### config.mk
export PLATFORM = sky130hd
export DESIGN_NAME = led_fade_pwm_ctrl
export DESIGN_NICKNAME = d
export VERILOG_FILES = /design/src/rtl/led_fade_pwm_ctrl.sv
export SDC_FILE = /design/constraint.sdc
export NUM_CORES = 2
export LEC_CHECK = 0
export ABC_AREA = 1
export CORE_ASPECT_RATIO = 1.5
export CORE_UTILIZATION = 55
export DETAILED_ROUTE_END_ITERATION = 12
export PLACE_DENSITY_LB_ADDON = 0.2
export SETUP_SLACK_MARGIN = 0.02
export SYNTH_ARGS = -nofsm -noshare
export SYNTH_HDL_FRONTEND = slang
export SYNTH_SLANG_ARGS = --single-unit
### constraint.sdc
create_clock -name clk_clk -period 58.8 [get_ports clk_clk]
set_input_delay 11.76 -clock clk_clk [delete_from_list [all_inputs] [get_ports clk_clk]]
set_output_delay 11.76 -clock clk_clk [all_outputs]
set_load 0.005 [all_outputs]
### src/rtl/led_fade_pwm_ctrl.sv
// led_fade_pwm_ctrl
//   Avalon-MM slave that drives NUM_LEDS LED outputs from one shared,
//   free-running PWM counter. Each channel either fades out linearly after a
//   trigger (MODE=0) or follows its own static duty register (MODE=1).
//
//   Register map (word addresses):
//     0      CTRL      rw  bit0 EN, bit1 MODE (0 fade, 1 static)
//     1      TRIGGER   wo  bit i loads fade_level[i] with full scale; reads 0
//     2      FADE_DIV  rw  clocks per fade tick minus 1 (32 bits)
//     3      STATUS    ro  bit i = (fade_level[i] != 0)
//     4+i    DUTY[i]   rw  low PWM_BITS bits
//     others           read 0, writes ignored
//
//   Ports:
//     clk_clk                 system clock
//     rst_reset               asynchronous active-high reset
//     avalon_slave_address    word address
//     avalon_slave_write      write strobe
//     avalon_slave_writedata  write data
//     avalon_slave_read       read strobe
//     avalon_slave_readdata   registered read data
//     leds                    registered LED drive
//
//   Bus handshake: write and read are single-cycle strobes that are always
//   accepted (there is no waitrequest). Read data appears on the clock after
//   the read strobe is sampled and holds until the next read. A write and a
//   read in the same cycle return the register value from before the write.
module led_fade_pwm_ctrl #(
  parameter int          NUM_LEDS         = 26,
  parameter int          PWM_BITS         = 8,
  parameter logic [31:0] FADE_DIV_DEFAULT = 32'd65535,
  parameter int          ADDR_W           = 5
) (
  input  logic                clk_clk,
  input  logic                rst_reset,
  input  logic [ADDR_W-1:0]   avalon_slave_address,
  input  logic                avalon_slave_write,
  input  logic [31:0]         avalon_slave_writedata,
  input  logic                avalon_slave_read,
  output logic [31:0]         avalon_slave_readdata,
  output logic [NUM_LEDS-1:0] leds
);

  logic                en;
  logic                mode;
  logic [31:0]         fade_div;
  logic [31:0]         presc;
  logic [PWM_BITS-1:0] pwm_cnt;
  logic [PWM_BITS-1:0] duty       [NUM_LEDS];
  logic [PWM_BITS-1:0] fade_level [NUM_LEDS];

  logic                wr_ctrl;
  logic                wr_trig;
  logic                wr_fdiv;
  logic                duty_hit;
  logic [ADDR_W-1:0]   duty_idx;
  logic                tick;
  logic [NUM_LEDS-1:0] status;
  logic [NUM_LEDS-1:0] led_next;
  logic [31:0]         rd_val;

  assign wr_ctrl  = avalon_slave_write && (avalon_slave_address == ADDR_W'(0));
  assign wr_trig  = avalon_slave_write && (avalon_slave_address == ADDR_W'(1));
  assign wr_fdiv  = avalon_slave_write && (avalon_slave_address == ADDR_W'(2));
  assign duty_idx = avalon_slave_address - ADDR_W'(4);
  // One extra bit so 4+NUM_LEDS == 2^ADDR_W does not wrap to zero.
  assign duty_hit = ({1'b0, avalon_slave_address} >= (ADDR_W+1)'(4)) &&
                    ({1'b0, avalon_slave_address} <  (ADDR_W+1)'(4 + NUM_LEDS));

  // A FADE_DIV write reloads the prescaler instead of letting it tick.
  assign tick = (presc == 32'd0) && !wr_fdiv;

  always_comb begin
    status   = '0;
    led_next = '0;
    for (int i = 0; i < NUM_LEDS; i++) begin
      status[i]   = (fade_level[i] != '0);
      led_next[i] = en && ((mode ? duty[i] : fade_level[i]) > pwm_cnt);
    end
  end

  always_comb begin
    rd_val = '0;
    case (avalon_slave_address)
      ADDR_W'(0): rd_val[1:0] = {mode, en};
      ADDR_W'(2): rd_val = fade_div;
      ADDR_W'(3): rd_val[NUM_LEDS-1:0] = status;
      default: begin
        for (int i = 0; i < NUM_LEDS; i++) begin
          if (duty_hit && (duty_idx == ADDR_W'(i))) rd_val[PWM_BITS-1:0] = duty[i];
        end
      end
    endcase
  end

  // Control registers, PWM counter and prescaler.
  always_ff @(posedge clk_clk or posedge rst_reset) begin
    if (rst_reset) begin
      en       <= 1'b1;
      mode     <= 1'b0;
      fade_div <= FADE_DIV_DEFAULT;
      presc    <= '0;
      pwm_cnt  <= '0;
    end else begin
      pwm_cnt <= pwm_cnt + PWM_BITS'(1);
      if (wr_ctrl) begin
        en   <= avalon_slave_writedata[0];
        mode <= avalon_slave_writedata[1];
      end
      if (wr_fdiv) begin
        fade_div <= avalon_slave_writedata;
        presc    <= avalon_slave_writedata;
      end else if (tick) begin
        presc <= fade_div;
      end else begin
        presc <= presc - 32'd1;
      end
    end
  end

  // Per-channel duty and fade state; trigger beats a coincident tick.
  always_ff @(posedge clk_clk or posedge rst_reset) begin
    if (rst_reset) begin
      for (int i = 0; i < NUM_LEDS; i++) begin
        duty[i]       <= '0;
        fade_level[i] <= '0;
      end
    end else begin
      for (int i = 0; i < NUM_LEDS; i++) begin
        if (avalon_slave_write && duty_hit && (duty_idx == ADDR_W'(i)))
          duty[i] <= avalon_slave_writedata[PWM_BITS-1:0];
        if (wr_trig && avalon_slave_writedata[i])
          fade_level[i] <= '1;
        else if (tick && (fade_level[i] != '0))
          fade_level[i] <= fade_level[i] - PWM_BITS'(1);
      end
    end
  end

  // Registered outputs.
  always_ff @(posedge clk_clk or posedge rst_reset) begin
    if (rst_reset) begin
      leds                  <= '0;
      avalon_slave_readdata <= '0;
    end else begin
      leds <= led_next;
      if (avalon_slave_read) avalon_slave_readdata <= rd_val;
    end
  end

endmodule

==> results by group <==
Outcome
  • Run status: finished, final reports clean

Critical path
  • Setup crit start: avalon_slave_address[2]
  • Required time at the endpoint of the critical path: slightly below 60 ns
  • Startpoint-to-endpoint class of the critical path: input port to flip-flop
  • Internal reg-to-reg setup slack: 55.35 ns
  • Cells on worst reg2reg path: 18
  • Capturing point of the worst reg2reg path: fade_level[183]
  • Critical path fanouts, max: 32
  • Origin of the critical flop-to-flop path: presc[0]
  • Type of element capturing the critical path: flip-flop
  • Critical path launch point type: input port
  • Data arrival time at the worst-slack endpoint: 15.75 ns

Power and ir drop
  • Leakage power figure: 16.7 nW
  • Switching Fraction: between 30% and 40%
  • Clock network fraction of total power: 31.5%
  • Internal power contribution: 0.747 mW
  • Peak supply drop: 0.0224 mV
  • Total Power: 1.13 mW
  • Combinational power share: 23.8%
  • Total power density per cell area: 31.4 nW/um^2
  • Proportion of power drawn by flip-flops and latches: approximately 45%
  • Net Switching: 0.385 mW

Timing
  • Period Utilization, post-route: about a quarter
  • Slew at the pin closest to its max-slew limit: 1.15 ns
  • Fmax: 0.0659 GHz
  • Final critical path time including I/O delays and setup: ~15 ns
  • Final sum of negative setup slack: 0 ns
  • Number of failing hold endpoints at the final stage: 0
  • Setup violation total in the final timing report: 0
  • Unrepaired setup endpoints after global routing: no
  • Worst Slack Setup Final: 43.62 ns
  • Max-slew violations: 0
  • Worst slew margin relative to its limit: 22.7%
  • Clock skew: 0.0143 ns

Worst hold path
  • Worst min-delay path startpoint: pwm_cnt[6]
  • Instance count along the most critical hold path: 1
  • Class of the tightest hold or removal check: flip-flop to flip-flop
  • Worst Hold Path EP: pwm_cnt[6]

Synthesis
  • Syn avg cell area: between 7 and 8 um^2
  • EDFF count, synth: 0
  • Number of distinct library cell variants in the gate-level netlist after synthesis: 52
  • Prevailing post-synth register cell: sky130_fd_sc_hd__dfrtp_1
  • Fraction of registers with async set or reset after synthesis: 100%
  • Area of the mapped netlist: 32,500 um^2
  • Warnings, synthesis: 0
  • Cells after Synth: roughly 4,200
  • Syn Nets: 4,438
  • Yosys reg bits: approximately 550
  • Fraction of the yosys area taken by sequential cells: 42.3%

Layout
  • Nets@finish: 4,493
  • Area growth from synthesis to layout: 10.8%
  • Most common cell after layout, fill and taps aside: sky130_fd_sc_hd__nand2_1
  • Number of fill cells: 5,307
  • Final Core Density: 61.9%
  • Area occupied by multi-input gates: 16,400 um^2
  • Most frequent cells in the layout: sky130_fd_sc_hd__nand2_1, sky130_fd_sc_hd__o21ai_0, sky130_fd_sc_hd__dfrtp_1
  • Proportion of layout cells with a drive suffix above 1: 5.75%
  • Area occupied by registers: 13,700 um^2
  • Final non-filler cell area: between 30,000 and 40,000 um^2

Place
  • Pre-CTS setup slack: around 43 ns
  • Number of input and output port buffers inserted: 98
  • Post-detailed-placement cell area: 34,200 um^2
  • Post-DP HPWL: 72,000 um
  • Final estimated routing congestion in global placement: 0.990

Clocking
  • Clock latency on the worst-skew pair: 0.63 ns
  • H-Tree Level Count: 2
  • Sinks on the clock net: 548
  • Clock-pin slew of the registers on the worst-case setup and hold paths: around 0.070 ns
  • Setup fix buffers added after clock tree synthesis: 0
  • Post-cts resize count: 0
  • Clock Tree Buf Depth: 3
  • Clock Tree Root: sky130_fd_sc_hd__clkbuf_16
  • Clock buffer count from CTS: 55
  • TritonCTS clock tree: done
  • Hold-fix buffer count after cts: 0

Global routing
  • Maximum number of pins on one net before global-route repair: 243
  • Vias in the first global route: 29,000
  • Number of antenna violations at the first check in global routing: 0
  • Aggregate global routing overflow: 0
  • Wire length of the first global-routing pass: 160,000 um
  • Global-route usage over all layers: approximately 34%

Drt
  • Iteration-0 DRC Markers: 2,570
  • Number of vias per cell after detailed routing: 5.98
  • Count of unresolved DRC violations after routing: 0
  • TritonRoute pass-1 iters: 8
  • Via count: 30,100
  • Detail Route Antenna Nets: 0
  • Total routed wirelength: approximately 100,000 um
  • Average detailed-routed wire length per instance: roughly 20 um

Die
  • I/O pin count: 99
  • Core region area: 58,100 um^2
  • Core Rows: 108
  • Starting Density: a little under three fifths
  • Die X: 200 um
  • Die extent in y: 300 um
  • Die footprint: 60,100 um^2

Flow run
  • Reported max-cap violation count: 0
[state kept, by name (all words and copies together) (netlist names)]
name and cells:
pwm_cnt 8, en 1, fade_level 208, mode 1, avalon_slave_readdata 32, leds 26, duty 208, presc 32
fade_div 32
[cells in the mapped netlist, drive strengths merged, types with 8 or more instances]
cell / n / share of area, %
nand2: 945 / 11
o21ai: 605 / 9.3
dfrtp: 531 / 41
inv: 484 / 5.6
nor2: 340 / 4.0
ha: 239 / 9.2
a21oi: 210 / 3.2
nand3: 187 / 2.9
clkbuf: 118 / 1.4
nand4: 101 / 1.9
nor3: 63 / 1.0
o211ai: 63 / 1.5
xor2: 31 / 0.84
mux2: 28 / 0.97
o221ai: 28 / 0.75
buf: 20 / 0.32
or2: 18 / 0.35
dfstp: 17 / 1.4
nor4: 15 / 0.47
a211oi: 12 / 0.28
o21bai: 11 / 0.25
a311oi: 9 / 0.24
o221a: 9 / 0.31
o311a: 8 / 0.25
xnor2: 8 / 0.22
[cell type report]
| cell class | instances | share of cell area (%) |
|---|---|---|
| antenna | 2 | 0.0139 |
| clock inverter | 27 | 0.577 |
| multi-input combinational | 2985 | 45.5 |
| timing repair buffer | 136 | 3.59 |
| tap | 770 | 2.68 |
| clock buffer | 75 | 4.37 |
| inverter | 487 | 5.10 |
| sequential | 548 | 38.2 |
[routing by layer]
| layer | GRT usage, % | vias to the layer above | wire, um |
|---|---|---|---|
| met5 | 0 | - | 0 |
| met1 | 40.7 | 14300 | 39000 |
| met3 | 5.41 | 373 | 7180 |
| li1 | - | 14200 | - |
| met4 | 23.6 | 0 | 7490 |
| met2 | 56.9 | 1222 | 48700 |
[logic make-up after synthesis]
logic type                 after synthesis  synth area share (%)
and+or+nand+nor                       1675                  21.9
buffers and inverters                  625                  7.31
DFF                                    548                  42.3
xor gates and xnor gates                39                  1.05
AOI/OAI and AO/OA                     1004                  17.3
muxes                                   28                 0.971
adders and majority gates              239                  9.21
[power by group through the flow]
stage	Clock [mW]	Combinational [mW]	Sequential, mW
floorplan	0	0.198	0.487
global placement	0	0.259	0.509
detailed placement	0	0.267	0.509
CTS	0.359	0.269	0.503
global route	0.373	0.310	0.512
finish	0.357	0.270	0.506
[metrics by stage]
step                      hold WS [ns]  instances
after floorplan                  0.442       4158
after CTS                        0.470       5028
after global routing             0.495       5028
after detailed placement         0.462       4926
final                            0.470       5030
after global placement           0.457       4926
[critical path, cell delays in order]
cell and delay [ns]:
sky130_fd_sc_hd__clkdlybuf4s50_1 0.48, sky130_fd_sc_hd__nor2_1 0.31, sky130_fd_sc_hd__inv_1 0.10, sky130_fd_sc_hd__nor2_1 0.16
sky130_fd_sc_hd__inv_2 0.21, sky130_fd_sc_hd__nor2_2 0.13, sky130_fd_sc_hd__buf_4 0.37, sky130_fd_sc_hd__inv_2 0.07
sky130_fd_sc_hd__nor2_1 0.13, sky130_fd_sc_hd__nor2_1 0.07, sky130_fd_sc_hd__inv_1 0.09, sky130_fd_sc_hd__nor2_2 0.05
sky130_fd_sc_hd__inv_2 0.70, sky130_fd_sc_hd__nor2_1 0.13, sky130_fd_sc_hd__inv_1 0.23, sky130_fd_sc_hd__nand2_1 0.14
sky130_fd_sc_hd__inv_1 0.17, sky130_fd_sc_hd__nor3_1 0.07, sky130_fd_sc_hd__o21ai_0 0.16, sky130_fd_sc_hd__a21o_1 0.10
[how the worst max path moves through the flow]
stage,to,depth (start not counted),slack [ns]
detailed placement,fade_level[127],20,43.13
global route,avalon_slave_readdata[3],18,43.34
CTS,fade_level[127],20,43.75
floorplan,avalon_slave_readdata[0],1,31.75
global placement,avalon_slave_readdata[3],18,43.18
finish,fade_level[127],20,43.62
Power figures use the tool's default switching activity.
